--- src/rtl/i2c_edid_byte_engine_if.sv ---
// ============================================================================
// Module  : i2c_edid_byte_engine_if
// Purpose : Command/status bundle between the EDID protocol controller and the
//           I2C byte engine.
// Rev     : 1.0
// ============================================================================
`default_nettype none

interface i2c_edid_byte_engine_if;
    logic       start_operation;
    logic       tx_data;
    logic [7:0] tx_byte;
    logic       generate_ack;
    logic [7:0] data_received;
    logic       byte_received;
    logic       operation_completed;
    logic       start_cond;
    logic       stop_cond;
    logic       line_ack;

    modport master (
        output start_operation, tx_data, tx_byte, generate_ack,
        input  data_received, byte_received, operation_completed,
               start_cond, stop_cond, line_ack
    );

    modport slave (
        input  start_operation, tx_data, tx_byte, generate_ack,
        output data_received, byte_received, operation_completed,
               start_cond, stop_cond, line_ack
    );
endinterface

`default_nettype wire

--- src/rtl/i2c_edid_byte_engine.sv ---
// ============================================================================
// Module  : i2c_edid_byte_engine
// Purpose : Bit-level I2C slave engine: conditions DDC SCL/SDA, detects
//           START/STOP and moves one byte plus its ACK bit per command.
// Rev     : 1.0
// ============================================================================
`default_nettype none

module i2c_edid_byte_engine #(
    parameter int FILTER_LEN = 4
) (
    input  wire logic              clk,
    input  wire logic              rst,
    input  wire logic              scl_in,
    input  wire logic              sda_in,
    output logic                   sda_drive_low,
    i2c_edid_byte_engine_if.slave  ctrl
);

    localparam logic [3:0] C_FILT_LAST = 4'(FILTER_LEN - 1);

    // Index 0 is SCL, index 1 is SDA.
    logic [1:0] line_raw;
    logic [1:0] line_f;
    logic [1:0] line_rise;
    logic [1:0] line_fall;

    assign line_raw = {sda_in, scl_in};

    for (genvar gi = 0; gi < 2; gi++) begin : g_line
        logic       sync1_q;
        logic       sync2_q;
        logic       filt_q;
        logic       filt_d;
        logic [3:0] cnt_q;
        logic [3:0] cnt_d;

        // A new level is accepted once it has disagreed with the filtered
        // level for FILTER_LEN consecutive cycles.
        always_comb begin
            filt_d = filt_q;
            cnt_d  = 4'd0;
            if (sync2_q != filt_q) begin
                if (cnt_q == C_FILT_LAST) begin
                    filt_d = sync2_q;
                end else begin
                    cnt_d = cnt_q + 4'd1;
                end
            end
        end

        always_ff @(posedge clk) begin
            if (rst) begin
                sync1_q <= 1'b1;
                sync2_q <= 1'b1;
                filt_q  <= 1'b1;
                cnt_q   <= 4'd0;
            end else begin
                sync1_q <= line_raw[gi];
                sync2_q <= sync1_q;
                filt_q  <= filt_d;
                cnt_q   <= cnt_d;
            end
        end

        assign line_f[gi]    = filt_q;
        assign line_rise[gi] = ~filt_q & filt_d;
        assign line_fall[gi] =  filt_q & ~filt_d;
    end

    logic scl_f, sda_f, scl_rise, scl_fall, start_det, stop_det;
    assign scl_f     = line_f[0];
    assign sda_f     = line_f[1];
    assign scl_rise  = line_rise[0];
    assign scl_fall  = line_fall[0];
    assign start_det = line_fall[1] & scl_f;
    assign stop_det  = line_rise[1] & scl_f;

    typedef enum logic [2:0] {
        IDLE    = 3'd0,
        RX_BITS = 3'd1,
        RX_ACK  = 3'd2,
        TX_BITS = 3'd3,
        TX_ACK  = 3'd4
    } state_t;

    state_t     state_q, state_d;
    logic [7:0] shift_q, shift_d;
    logic [3:0] bit_cnt_q, bit_cnt_d;
    logic       ack_pending_q, ack_pending_d;
    logic       sda_drive_low_q, sda_drive_low_d;
    logic [7:0] data_received_q, data_received_d;
    logic       line_ack_q, line_ack_d;
    logic       byte_received_q, byte_received_d;
    logic       operation_completed_q, operation_completed_d;
    logic       start_cond_q, start_cond_d;
    logic       stop_cond_q, stop_cond_d;

    always_comb begin
        state_d               = state_q;
        shift_d               = shift_q;
        bit_cnt_d             = bit_cnt_q;
        ack_pending_d         = ack_pending_q;
        sda_drive_low_d       = sda_drive_low_q;
        data_received_d       = data_received_q;
        line_ack_d            = line_ack_q;
        byte_received_d       = 1'b0;
        operation_completed_d = 1'b0;
        start_cond_d          = 1'b0;
        stop_cond_d           = 1'b0;

        // Bus conditions override any SCL edge seen in the same cycle.
        if (start_det || stop_det) begin
            start_cond_d    = start_det;
            stop_cond_d     = stop_det;
            sda_drive_low_d = 1'b0;
            ack_pending_d   = 1'b0;
            state_d         = IDLE;
        end else begin
            case (state_q)
                IDLE: begin
                    sda_drive_low_d = 1'b0;
                    if (ctrl.start_operation) begin
                        bit_cnt_d = 4'd0;
                        if (ctrl.tx_data) begin
                            shift_d         = ctrl.tx_byte;
                            sda_drive_low_d = ~ctrl.tx_byte[7];
                            state_d         = TX_BITS;
                        end else begin
                            state_d = RX_BITS;
                        end
                    end
                end
                RX_BITS: begin
                    if (ctrl.generate_ack && bit_cnt_q == 4'd8) begin
                        ack_pending_d = 1'b1;
                    end
                    if (scl_rise && bit_cnt_q != 4'd8) begin
                        shift_d   = {shift_q[6:0], sda_f};
                        bit_cnt_d = bit_cnt_q + 4'd1;
                        if (bit_cnt_q == 4'd7) begin
                            data_received_d = {shift_q[6:0], sda_f};
                            byte_received_d = 1'b1;
                        end
                    end else if (scl_fall && bit_cnt_q == 4'd8) begin
                        sda_drive_low_d = ack_pending_d;
                        state_d         = RX_ACK;
                    end
                end
                RX_ACK: begin
                    if (scl_fall) begin
                        sda_drive_low_d       = 1'b0;
                        ack_pending_d         = 1'b0;
                        operation_completed_d = 1'b1;
                        state_d               = IDLE;
                    end
                end
                TX_BITS: begin
                    if (scl_fall) begin
                        bit_cnt_d = bit_cnt_q + 4'd1;
                        if (bit_cnt_q == 4'd7) begin
                            sda_drive_low_d = 1'b0;
                            byte_received_d = 1'b1;
                            state_d         = TX_ACK;
                        end else begin
                            // Rotate so the next bit to send sits in bit 7.
                            shift_d         = {shift_q[6:0], shift_q[7]};
                            sda_drive_low_d = ~shift_q[6];
                        end
                    end
                end
                TX_ACK: begin
                    if (scl_rise) begin
                        line_ack_d = sda_f;
                    end else if (scl_fall) begin
                        operation_completed_d = 1'b1;
                        state_d               = IDLE;
                    end
                end
                default: begin
                    sda_drive_low_d = 1'b0;
                    state_d         = IDLE;
                end
            endcase
        end
    end

    always_ff @(posedge clk) begin
        if (rst) begin
            state_q               <= IDLE;
            shift_q               <= 8'h00;
            bit_cnt_q             <= 4'd0;
            ack_pending_q         <= 1'b0;
            sda_drive_low_q       <= 1'b0;
            data_received_q       <= 8'h00;
            line_ack_q            <= 1'b1;
            byte_received_q       <= 1'b0;
            operation_completed_q <= 1'b0;
            start_cond_q          <= 1'b0;
            stop_cond_q           <= 1'b0;
        end else begin
            state_q               <= state_d;
            shift_q               <= shift_d;
            bit_cnt_q             <= bit_cnt_d;
            ack_pending_q         <= ack_pending_d;
            sda_drive_low_q       <= sda_drive_low_d;
            data_received_q       <= data_received_d;
            line_ack_q            <= line_ack_d;
            byte_received_q       <= byte_received_d;
            operation_completed_q <= operation_completed_d;
            start_cond_q          <= start_cond_d;
            stop_cond_q           <= stop_cond_d;
        end
    end

    assign sda_drive_low            = sda_drive_low_q;
    assign ctrl.data_received       = data_received_q;
    assign ctrl.byte_received       = byte_received_q;
    assign ctrl.operation_completed = operation_completed_q;
    assign ctrl.start_cond          = start_cond_q;
    assign ctrl.stop_cond           = stop_cond_q;
    assign ctrl.line_ack            = line_ack_q;

endmodule

`default_nettype wire

--- src/flat_wrapper.sv ---
// flat-port wrapper written by rule: the top's interface ports become plain ports
module i2c_edid_byte_engine_flat 
#(
    parameter int FILTER_LEN = 4
)
  (clk, rst, scl_in, sda_in, sda_drive_low, ctrl_start_operation, ctrl_tx_data, ctrl_tx_byte, ctrl_generate_ack, ctrl_data_received, ctrl_byte_received, ctrl_operation_completed, ctrl_start_cond, ctrl_stop_cond, ctrl_line_ack);
  i2c_edid_byte_engine_if ctrl_i ();
  input  wire logic clk;
  input  wire logic rst;
  input  wire logic scl_in;
  input  wire logic sda_in;
  output logic sda_drive_low;
  input wire logic [$bits(ctrl_i.start_operation)-1:0] ctrl_start_operation;
  input wire logic [$bits(ctrl_i.tx_data)-1:0] ctrl_tx_data;
  input wire logic [$bits(ctrl_i.tx_byte)-1:0] ctrl_tx_byte;
  input wire logic [$bits(ctrl_i.generate_ack)-1:0] ctrl_generate_ack;
  output wire logic [$bits(ctrl_i.data_received)-1:0] ctrl_data_received;
  output wire logic [$bits(ctrl_i.byte_received)-1:0] ctrl_byte_received;
  output wire logic [$bits(ctrl_i.operation_completed)-1:0] ctrl_operation_completed;
  output wire logic [$bits(ctrl_i.start_cond)-1:0] ctrl_start_cond;
  output wire logic [$bits(ctrl_i.stop_cond)-1:0] ctrl_stop_cond;
  output wire logic [$bits(ctrl_i.line_ack)-1:0] ctrl_line_ack;
  assign ctrl_i.start_operation = ctrl_start_operation;
  assign ctrl_i.tx_data = ctrl_tx_data;
  assign ctrl_i.tx_byte = ctrl_tx_byte;
  assign ctrl_i.generate_ack = ctrl_generate_ack;
  assign ctrl_data_received = ctrl_i.data_received;
  assign ctrl_byte_received = ctrl_i.byte_received;
  assign ctrl_operation_completed = ctrl_i.operation_completed;
  assign ctrl_start_cond = ctrl_i.start_cond;
  assign ctrl_stop_cond = ctrl_i.stop_cond;
  assign ctrl_line_ack = ctrl_i.line_ack;
  i2c_edid_byte_engine #(.FILTER_LEN(FILTER_LEN)) u_core (.clk(clk), .rst(rst), .scl_in(scl_in), .sda_in(sda_in), .sda_drive_low(sda_drive_low), .ctrl(ctrl_i));
endmodule
--- config.mk ---
export PLATFORM = sky130hd
export DESIGN_NAME = i2c_edid_byte_engine_flat
export DESIGN_NICKNAME = d
export VERILOG_FILES = /design/src/rtl/i2c_edid_byte_engine_if.sv /design/src/rtl/i2c_edid_byte_engine.sv /design/src/flat_wrapper.sv
export SDC_FILE = /design/constraint.sdc
export NUM_CORES = 1
export LEC_CHECK = 0
export ABC_AREA = 1
export CORE_MARGIN = 2
export CORE_UTILIZATION = 45
export DETAILED_ROUTE_END_ITERATION = 10
export DONT_BUFFER_PORTS = 1
export PLACE_DENSITY = 0.66
export REMOVE_ABC_BUFFERS = 1
export SKIP_LAST_GASP = 1
export SLEW_MARGIN = 20
export SYNTH_ARGS = -nofsm -noshare
export SYNTH_HDL_FRONTEND = slang
export SYNTH_SLANG_ARGS = --single-unit
--- constraint.sdc ---
create_clock -name clk -period 3.9 [get_ports clk]
set_input_delay 0 -clock clk [delete_from_list [all_inputs] [get_ports clk]]
set_output_delay 0 -clock clk [all_outputs]
set_load 0.05 [all_outputs]
== After elaboration in Yosys (flattened, before gate mapping) ==
Index checks and enable logic that the tools add are counted.

* $lt $le $gt $ge: 0
* Add/subtract/negate cells: 3
* Div/mod/pow operators: 0
* Reductions and logical operators: 18
* Muxes and demuxes: 40
* Bitwise logic cells: 16
* Multiply operators: 0
* Shift-type cells: 0
* Equality and inequality tests: 21

{| class="wikitable"
|+ Operator list
! operator !! number
|-
| $mux 8 || 5
|-
| $pmux 8 s3 || 1
|-
| $mux 3 || 7
|-
| $mux 1 || 17
|-
| $pmux 3 s5 || 1
|-
| $add 4x1->4 const B || 3
|-
| $mux 4 || 3
|-
| $pmux 4 s3 || 1
|-
| $ne 2x1->1 const B || 5
|-
| $ne 2x2->1 const B || 5
|-
| $not 1->1 || 10
|-
| $reduce_and 5->1 || 2
|-
| $eq 4x2->1 const B || 2
|-
| $reduce_and 7->1 || 1
|-
| $and 1x1->1 || 6
|-
| $eq 3x2->1 const B || 2
|-
| $pmux 1 s2 || 3
|-
| $reduce_and 6->1 || 1
|-
| $reduce_or 3->1 || 2
|-
| $pmux 1 s5 || 1
|-
| $eq 4x3->1 const B || 1
|-
| $eq 4x4->1 const B || 1
|-
| $ne 4x4->1 const B || 1
|-
| $reduce_and 4->1 || 1
|-
| other kinds (12) || 16
|}

* Word-level logic and storage cells: 117
* Output and inout port bits: 14
* Memory bits (read-only): 0
* Latch bits: 0
* Flip-flop bits (word level): 44
* Bits in writable memories: 0
* Memories: 0

== Longest topological paths before layout ==
Gate-level depths: netlist of the first run.

* Depth after elaboration: 9
* Mapped depth: 11
* Mapped depth without buffers: 10

== Least setup slack after synthesis of the first run ==
Ideal clock, no wire load.

* Kind: register to register
* Start: register u_core.g_line[0].cnt_q[0]
* End: register u_core.shift_q[1]
* Period minus slack after synthesis: 1519 ps
* Library setup time: 113 ps
* Buffers on the path: 1
* Path slack: 2381 ps
* Arrival time: 1406 ps
* Cell stages (with the launch flop): 10
* Cell sequence: dfxtp_1 ha_1 nand4_2 nand2_2 nand2_4 nor2_8 nand3_4 buf_6 nor2_1 nor2_1

* Longest elaborated chain between the ends: 7

{| class="wikitable"
|+ RTL lines
! element !! RTL line !! source
|-
| start: declaration || i2c_edid_byte_engine.sv:35 || <nowiki>logic [3:0] cnt_q;</nowiki>
|-
| start signal: assignment || i2c_edid_byte_engine.sv:62 || <nowiki>cnt_q <= cnt_d;</nowiki>
|-
| $eq 4x2->1 (*) || i2c_edid_byte_engine.sv:44 || <nowiki>if (cnt_q == C_FILT_LAST) begin</nowiki>
|-
| $mux 1 (*) || i2c_edid_byte_engine.sv:44 ||
|-
| $mux 1 (*) || i2c_edid_byte_engine.sv:43 || <nowiki>if (sync2_q != filt_q) begin</nowiki>
|-
| $and 1x1->1 / $not 1->1 (equally long branches) || i2c_edid_byte_engine.sv:67, i2c_edid_byte_engine.sv:68 ||
|-
| $logic_and 1x1->1 / $and 1x1->1 (equally long branches) || i2c_edid_byte_engine.sv:138, i2c_edid_byte_engine.sv:68 ||
|-
| $ne 2x1->1 (no source line) || -- ||
|-
| $reduce_and 7->1 (no source line) (*) || -- ||
|-
| end signal: assignment || i2c_edid_byte_engine.sv:203 || <nowiki>shift_q <= shift_d;</nowiki>
|-
| end: declaration || i2c_edid_byte_engine.sv:88 || <nowiki>logic [7:0] shift_q, shift_d;</nowiki>
|}

Mark *: on every way between the ends. The rest lies on a longest branch, timed or not.
A chain may end at the register's enable or synchronous reset.

== Worst setup path after layout of the first run ==
* Start: register u_core.state_q[2]
* End: register u_core.data_received_q[5], in the netlist u_core.ctrl.data_received[5]

* Longest elaborated chain between the ends: 2

{| class="wikitable"
|+ RTL lines
! element !! RTL line !! source
|-
| start: declaration || i2c_edid_byte_engine.sv:87 || <nowiki>state_t state_q, state_d;</nowiki>
|-
| start signal: assignment || i2c_edid_byte_engine.sv:202 || <nowiki>state_q <= state_d;</nowiki>
|-
| $eq 3x1->1 || i2c_edid_byte_engine.sv:120 || <nowiki>case (state_q)</nowiki>
|-
| $reduce_and 4->1 (no source line) || -- ||
|-
| end signal: assignment || i2c_edid_byte_engine.sv:207 || <nowiki>data_received_q <= data_received_d;</nowiki>
|-
| end: declaration || i2c_edid_byte_engine.sv:92 || <nowiki>logic [7:0] data_received_q, data_received_d;</nowiki>
|}

Every way passes these cells.

==> results of run 1 <==
==> metal layers <==
layer | vias up | part of all wire | global-route usage | routed length, µm
li1 | 944 | - | - | -
met1 | 770 | 0.47 | 0.231 | 1940
met2 | 43 | 0.45 | 0.273 | 1890
met3 | 4 | 0.067 | 0.0649 | 279
met4 | 0 | 0.013 | 0.0617 | 54
met5 | - | 0 | 0 | 0
==> logic make-up (layout without fill, tap and decap cells) <==
kind of cell / Yosys count / count (layout)
fa+ha+maj: 4 / 4
buf+inv: 49 / 60
compound gates: 51 / 51
flops: 44 / 44
xor+xnor: 2 / 2
simple gates: 142 / 142
==> worst max-delay path, cell delays in order, from the launching register on <==
cell     delay [ns]
dfxtp_1        0.36
inv_2          0.10
nand2_2        0.26
nor2_4         0.23
nand2_1        0.12
nor3_4         0.40
o21ai_0        0.15
a21oi_1        0.16
==> report_power, final <==
part	switching [W]	leakage, nW	internal (W)
Clock	0.000154	0.0400	0.000121
Sequential	0.0000780	0.359	0.000529
Combinational	0.000482	0.653	0.000253
==> through the flow <==
step,hold slack [ns],cells,power [W],setup slack [ns],utilization
floorplan,0.0691,285,0.00122,2.37,-
global placement,0.0714,339,0.00134,2.15,0.463
detailed placement,0.0742,339,0.00134,2.07,0.463
CTS,0.0211,357,0.00163,2.05,0.505
global route,0.0552,357,0.00180,1.81,0.505
finish,0.0216,357,0.00162,2.04,0.505
==> repair_timing <==
| action | CTS | global route |
|---|---|---|
| endpoints found under the hold margin | 28 | 0 |
| setup endpoints to repair | 0 | 0 |
| hold buffers | 11 | 0 |
| resized for setup | 0 | 0 |
==> area by class of cell <==
cell class | count | area share
multi-input cells | 199 | 0.445
well taps | 54 | 0.0289
flip-flops and latches | 44 | 0.377
clock buffers | 5 | 0.0295
repair buffers | 11 | 0.0471
clock inverters | 2 | 0.00536
inverters | 42 | 0.0675
==> cells in the final DEF (no fill, tap or decap) <==
cell	n
nand2_1	54
nor2_1	44
dfxtp_1	44
inv_1	34
o21ai_0	22
a21oi_1	21
nand3_1	14
dlygate4sd3_1	11
inv_2	8
nand2_2	6
or2_2	6
clkbuf_8	5
nor2_4	4
nand4_1	4
ha_1	4
o211ai_1	3
nor2_2	2
nand4_2	2
nor3_1	2
xor2_1	2
a31oi_1	2
nor3_4	1
nand2_4	1
nor2_8	1
o311ai_0	1
o21ai_1	1
nand3_4	1
a21boi_2	1
clkinv_2	1
clkinvlp_4	1
==> worst max path at each step <==
stage	to	slack, ns
after floorplan	u_core.state_q[1]	2.37
after global placement	u_core.ctrl.data_received[0]	2.15
after detailed placement	u_core.ctrl.data_received[2]	2.07
after CTS	u_core.ctrl.data_received[5]	2.05
after global routing	u_core.ctrl.data_received[1]	1.81
final	u_core.ctrl.data_received[5]	2.04
==> state kept, by name, summed over array words and instances, names as in the netlist <==
signal,count
u_core.ctrl.start_cond,1
u_core.g_line.sync2_q,2
u_core.ctrl.stop_cond,1
u_core.g_line.cnt_q,8
u_core.ctrl.operation_completed,1
u_core.shift_q,8
u_core.ctrl.data_received,8
u_core.g_line.filt_q,2
u_core.ctrl.byte_received,1
u_core.g_line.sync1_q,2
u_core.bit_cnt_q,4
u_core.sda_drive_low,1
u_core.state_q,3
u_core.ack_pending_q,1
u_core.ctrl.line_ack,1
==> reports/qor.csv, run 1 <==
stage,metric,value,unit
clock_network,cts_max_path_buffers,2,
synth,syn_avg_cell_area,7.28,µm²
cells_and_area,synthToLayoutAreaGrowth,9.89,%
grt,grt_first_pass_wirelength,7320,µm
drt,drt_wl_total,4170,µm
pwr,max-vdd-ir-drop,0.000437,V
grt,first_global_vias,1634,
drt,drt_first_pass_iters,4,
synth,synthArstFlopShare,0,
clock_network,htreeDepth,2,
sta,period_needed,1.86,ns
die,top_level_ports,29,
setup_path,end_kind,flip-flop,
drt,drc,0,
synth,post_synth_mux_area_share,0,
pwr,static_leakage,1.05,nW
clock_network,clock_tree_from_tritoncts,yes,
cells_and_area,insertedDiodeCount,0,
sta,finalHoldViolations,0,
sta,fmax,539,MHz
worst_hold_path,min_from,ctrl_tx_data,
synth,synth.top_cell.area_share,0.414,
die,dieWidth,72.7,µm
setup_path,regToRegEndpoint,u_core.ctrl.data_received[5],
run_status,run_status,completed,
placement,dpl.hpwl,2920,µm
clock_network,root_buffer,clkbuf_8,
worst_hold_path,hold_depth,4,
cells_and_area,fill_cells,461,
synth,largest_family_of_logic_cells_by_synthesized_area,simple AND/OR/NAND/NOR gates,
synth,yosys.cell_count.top_type,nand2_1,
synth,synth_cells,292,
synth,synth_seq_cells,44,
synth,synth-compound-area-share,0.129,
setup_path,critical_path_data_arrival_time,2.08,ns
synth,synth_top_cells_by_count,"nand2_1 (54), dfxtp_1 (44), nor2_1 (44)",
pwr,power.density,692,nW/µm²
worst_hold_path,hold_path_class,primary input to flip-flop,
sta,finalSetupViolCount,0,
drt,detailedRoute.firstIterationViolations,76,
clock_network,total_setup_buffers_inserted_after_cts,0,
die,placementRows,25,
sta,finalMaxSlewViolations,0,
cells_and_area,final_cell_area,2340,µm²
synth,post_synth_top_area_cell,dfxtp_1,
die,core,4630,µm²
drt,drt-vias-per-instance,4.93,
clock_network,clk-insertion-delay-late,0.30,ns
setup_path,register_to_register_setup_slack,2.04,ns
die,dieHeight,72.7,µm
drt,antenna_left,0,
placement,globalplace.congestion,0.787,
synth,yosys.area_share.simple,0.327,
grt,maximum_number_of_pins_on_one_net_before_global_route_repair,24,
worst_hold_path,hold_path_end,u_core.sda_drive_low,
sta,worst-slew-pin-transition,0.650,ns
synth,yosys.area_share.xor_xnor,0.00824,
setup_path,crit_path_start_kind,flip-flop,
die,dieArea,5290,µm²
synth,main_flop_type_after_synthesis,dfxtp_1,
sta,final.period_utilization,0.476,
cells_and_area,drive_gt1_frac,0.132,
setup_path,critPathKind,flip-flop to flip-flop,
grt,grt.overflow.total,0,
setup_path,cp.required,4.12,ns
cells_and_area,final_net_count,322,
die,initial_utilization,0.459,
synth,synth-edff-count,0,
clock_network,cts_inserted_buffers,5,
sta,clock_skew,0.00751,ns
sta,setup_tns,0,ns
grt,grt_antenna_before_repair,0,
clock_network,clkSinkCount,44,
sta,slew_headroom,0.566,
placement,placed_area,2140,µm²
synth,synth_area_in_adders,0.0235,
synth,ys_top_cells_by_area,"dfxtp_1 (41%), nand2_1 (9.5%), nor2_1 (7.8%)",
setup_path,crit_path_start,u_core.state_q[2],
drt,vias,1761,
cells_and_area,ff_latch_area,881,µm²
drt,wl_per_cell,11.7,µm
synth,synth_cell_type_count,29,
sta,setup_repair_after_global_routing_missed_its_margin,false,
setup_path,crit_fanout,21,
setup_path,worstRegToRegCells,7,
synth,yosysWarningCount,0,
job,timing.max_cap.violations,0,
clock_network,clkSlewWorstSetupHoldPaths,0.09,ns
cells_and_area,multi_input_comb_area,1040,µm²
placement,io_buffer_count,0,
synth,synth_area,2130,µm²
setup_path,crit-reg2reg-launch,u_core.state_q[2],
synth,synth_sequential_area_ratio,0.414,
grt,track_usage,0.178,
Power figures use the tool's default switching activity.
==> run 2: changes to the inputs <==
==> constraint.sdc (replaced) <==
create_clock -name clk -period 1.8 [get_ports clk]
set_input_delay 0 -clock clk [delete_from_list [all_inputs] [get_ports clk]]
set_output_delay 0 -clock clk [all_outputs]
set_load 0.05 [all_outputs]
==> run 2 against run 1 <==
Worst setup slack lost 1.9 ns. First-iteration DRC count shrank 25%. Final area grew 6.5%. Clock skew shrank 0.00073 ns. Clock-buffer cell count grew 1. Utilization grew 3.3 points. Hold slack gained 0.033 ns. Final cell count grew 3.6%. Non-clock buffer count grew 12. Register-to-register slack lost 1.9 ns.
==> reports/qor.csv, run 2 (synthesis gave the netlist of run 1 again) <==
stage,metric,value,unit
run_status,run_status,completed,
cells_and_area,post_layout_nonfiller_instances,370,
drt,drt-vias-per-instance,4.93,
sta,setup_repair_after_global_routing_missed_its_margin,false,
sta,finalSetupViolCount,0,
clock_network,clkSinkCount,44,
setup_path,crit_fanout,14,
sta,finalMaxSlewViolations,0,
cells_and_area,drive_gt1_frac,0.180,
grt,grt_antenna_before_repair,0,
drt,antenna_left,0,
sta,period_needed,1.62,ns
setup_path,cp.required,2.03,ns
job,timing.max_cap.violations,0,
drt,vias,1825,
pwr,static_leakage,1.14,nW
die,dieHeight,72.7,µm
placement,placed_area,2250,µm²
pwr,max-vdd-ir-drop,0.000796,V
cells_and_area,fill_cells,459,
sta,clock_skew,0.00678,ns
cells_and_area,mostFrequentLayoutCell,nand2_1,
drt,drc,0,
grt,track_usage,0.171,
setup_path,critPathKind,flip-flop to flip-flop,
clock_network,htreeDepth,2,
placement,globalplace.congestion,0.840,
clock_network,root_buffer,clkbuf_8,
clock_network,cts_max_path_buffers,2,
sta,worst-slew-pin-transition,0.627,ns
die,initial_utilization,0.459,
cells_and_area,commonest_cells_after_routing_fill_and_taps_aside,"nand2_1 (53), nor2_1 (43), dfxtp_1 (43), inv_1 (34), o21ai_0 (22)",
die,dieWidth,72.7,µm
worst_hold_path,hold_path_class,primary input to flip-flop,
placement,dpl.hpwl,3000,µm
drt,drt_wl_total,4120,µm
die,dieArea,5290,µm²
sta,setup_tns,0,ns
setup_path,crit_path_start_kind,flip-flop,
setup_path,end_kind,flip-flop,
sta,slew_headroom,0.582,
grt,maximum_number_of_pins_on_one_net_before_global_route_repair,24,
clock_network,cts_inserted_buffers,5,
grt,grt_first_pass_wirelength,7070,µm
drt,wl_per_cell,11.1,µm
sta,finalHoldViolations,0,
cells_and_area,synthToLayoutAreaGrowth,17.0,%
die,placementRows,25,
placement,dp.cells,351,
setup_path,critical_path_data_arrival_time,1.85,ns
drt,detailedRoute.firstIterationViolations,57,
sta,final.period_utilization,0.900,
sta,fmax,617,MHz
clock_network,clock_tree_from_tritoncts,yes,
grt,grt.overflow.total,0,
cells_and_area,final_cell_area,2490,µm²
grt,first_global_vias,1624,
pwr,power.density,1500,nW/µm²
die,core,4630,µm²
cells_and_area,insertedDiodeCount,0,
die,top_level_ports,29,
clock_network,clk-insertion-delay-late,0.29,ns
placement,io_buffer_count,0,
clock_network,clkSlewWorstSetupHoldPaths,0.09,ns
drt,drt_first_pass_iters,4,
cells_and_area,final_net_count,334,
-- run 2: layer usage --
layer  share of wire  global-route usage
met1            0.49               0.226
met2            0.44               0.259
met3           0.061              0.0497
met4           0.017              0.0720
met5               0                   0
-- run 2: where the power goes --
part           leakage, nW  switching (W)  internal [W]
Sequential           0.359       0.000129       0.00115
Combinational        0.716        0.00109      0.000580
Clock               0.0614       0.000334      0.000454
-- run 2: worst max-delay path, stage by stage (launching register included) --
cell	delay, ns
dfxtp_1	0.36
ha_2	0.23
nand4_2	0.18
nand2_2	0.14
nand2_4	0.07
nor2_8	0.14
nand3_4	0.18
nand2_2	0.10
nand2_1	0.05
nor2_1	0.10
-- run 2: final cells by class --
cell class,count,area [µm²],area share
multi-input combinational,199,1050,0.421
clock buffer,6,82.6,0.0332
timing repair buffer,23,213,0.0855
tap,54,67.6,0.0272
clock inverter,2,38.8,0.0156
sequential,44,882,0.355
inverter,42,158,0.0634
-- run 2: final timing paths --
kind,from,endpoint,slack (ns),cells past startpoint
worst min register to register,u_core.g_line[0].sync1_q,u_core.g_line[0].sync2_q,0.42,1
worst max-delay path,u_core.g_line[0].cnt_q[0],u_core.shift_q[7],0.18,9
worst min-delay path,ctrl_tx_data,u_core.sda_drive_low,0.05,4
worst max register to register,u_core.g_line[0].cnt_q[0],u_core.shift_q[7],0.18,9
-- run 2: timing repair --
| action | 4_1_cts | 5_1_grt |
|---|---|---|
| hold buffers | 11 | 0 |
| buffers inserted | 0 | 0 |
| setup endpoints to repair | 0 | 18 |
| resized for setup | 0 | 4 |
| hold endpoints to repair | 28 | 0 |
-- run 2: stage by stage --
stage / power [W] / hold slack (ns) / utilization / setup slack, ns
floorplan: 0.00264 / 0.0691 / - / 0.269
global placement: 0.00292 / 0.0724 / 0.485 / 0.0605
detailed placement: 0.00294 / 0.0742 / 0.485 / 0.00973
CTS: 0.00376 / 0.0540 / 0.535 / 0.00630
global route: 0.00408 / 0.0848 / 0.537 / 0.00193
finish: 0.00373 / 0.0549 / 0.537 / 0.180
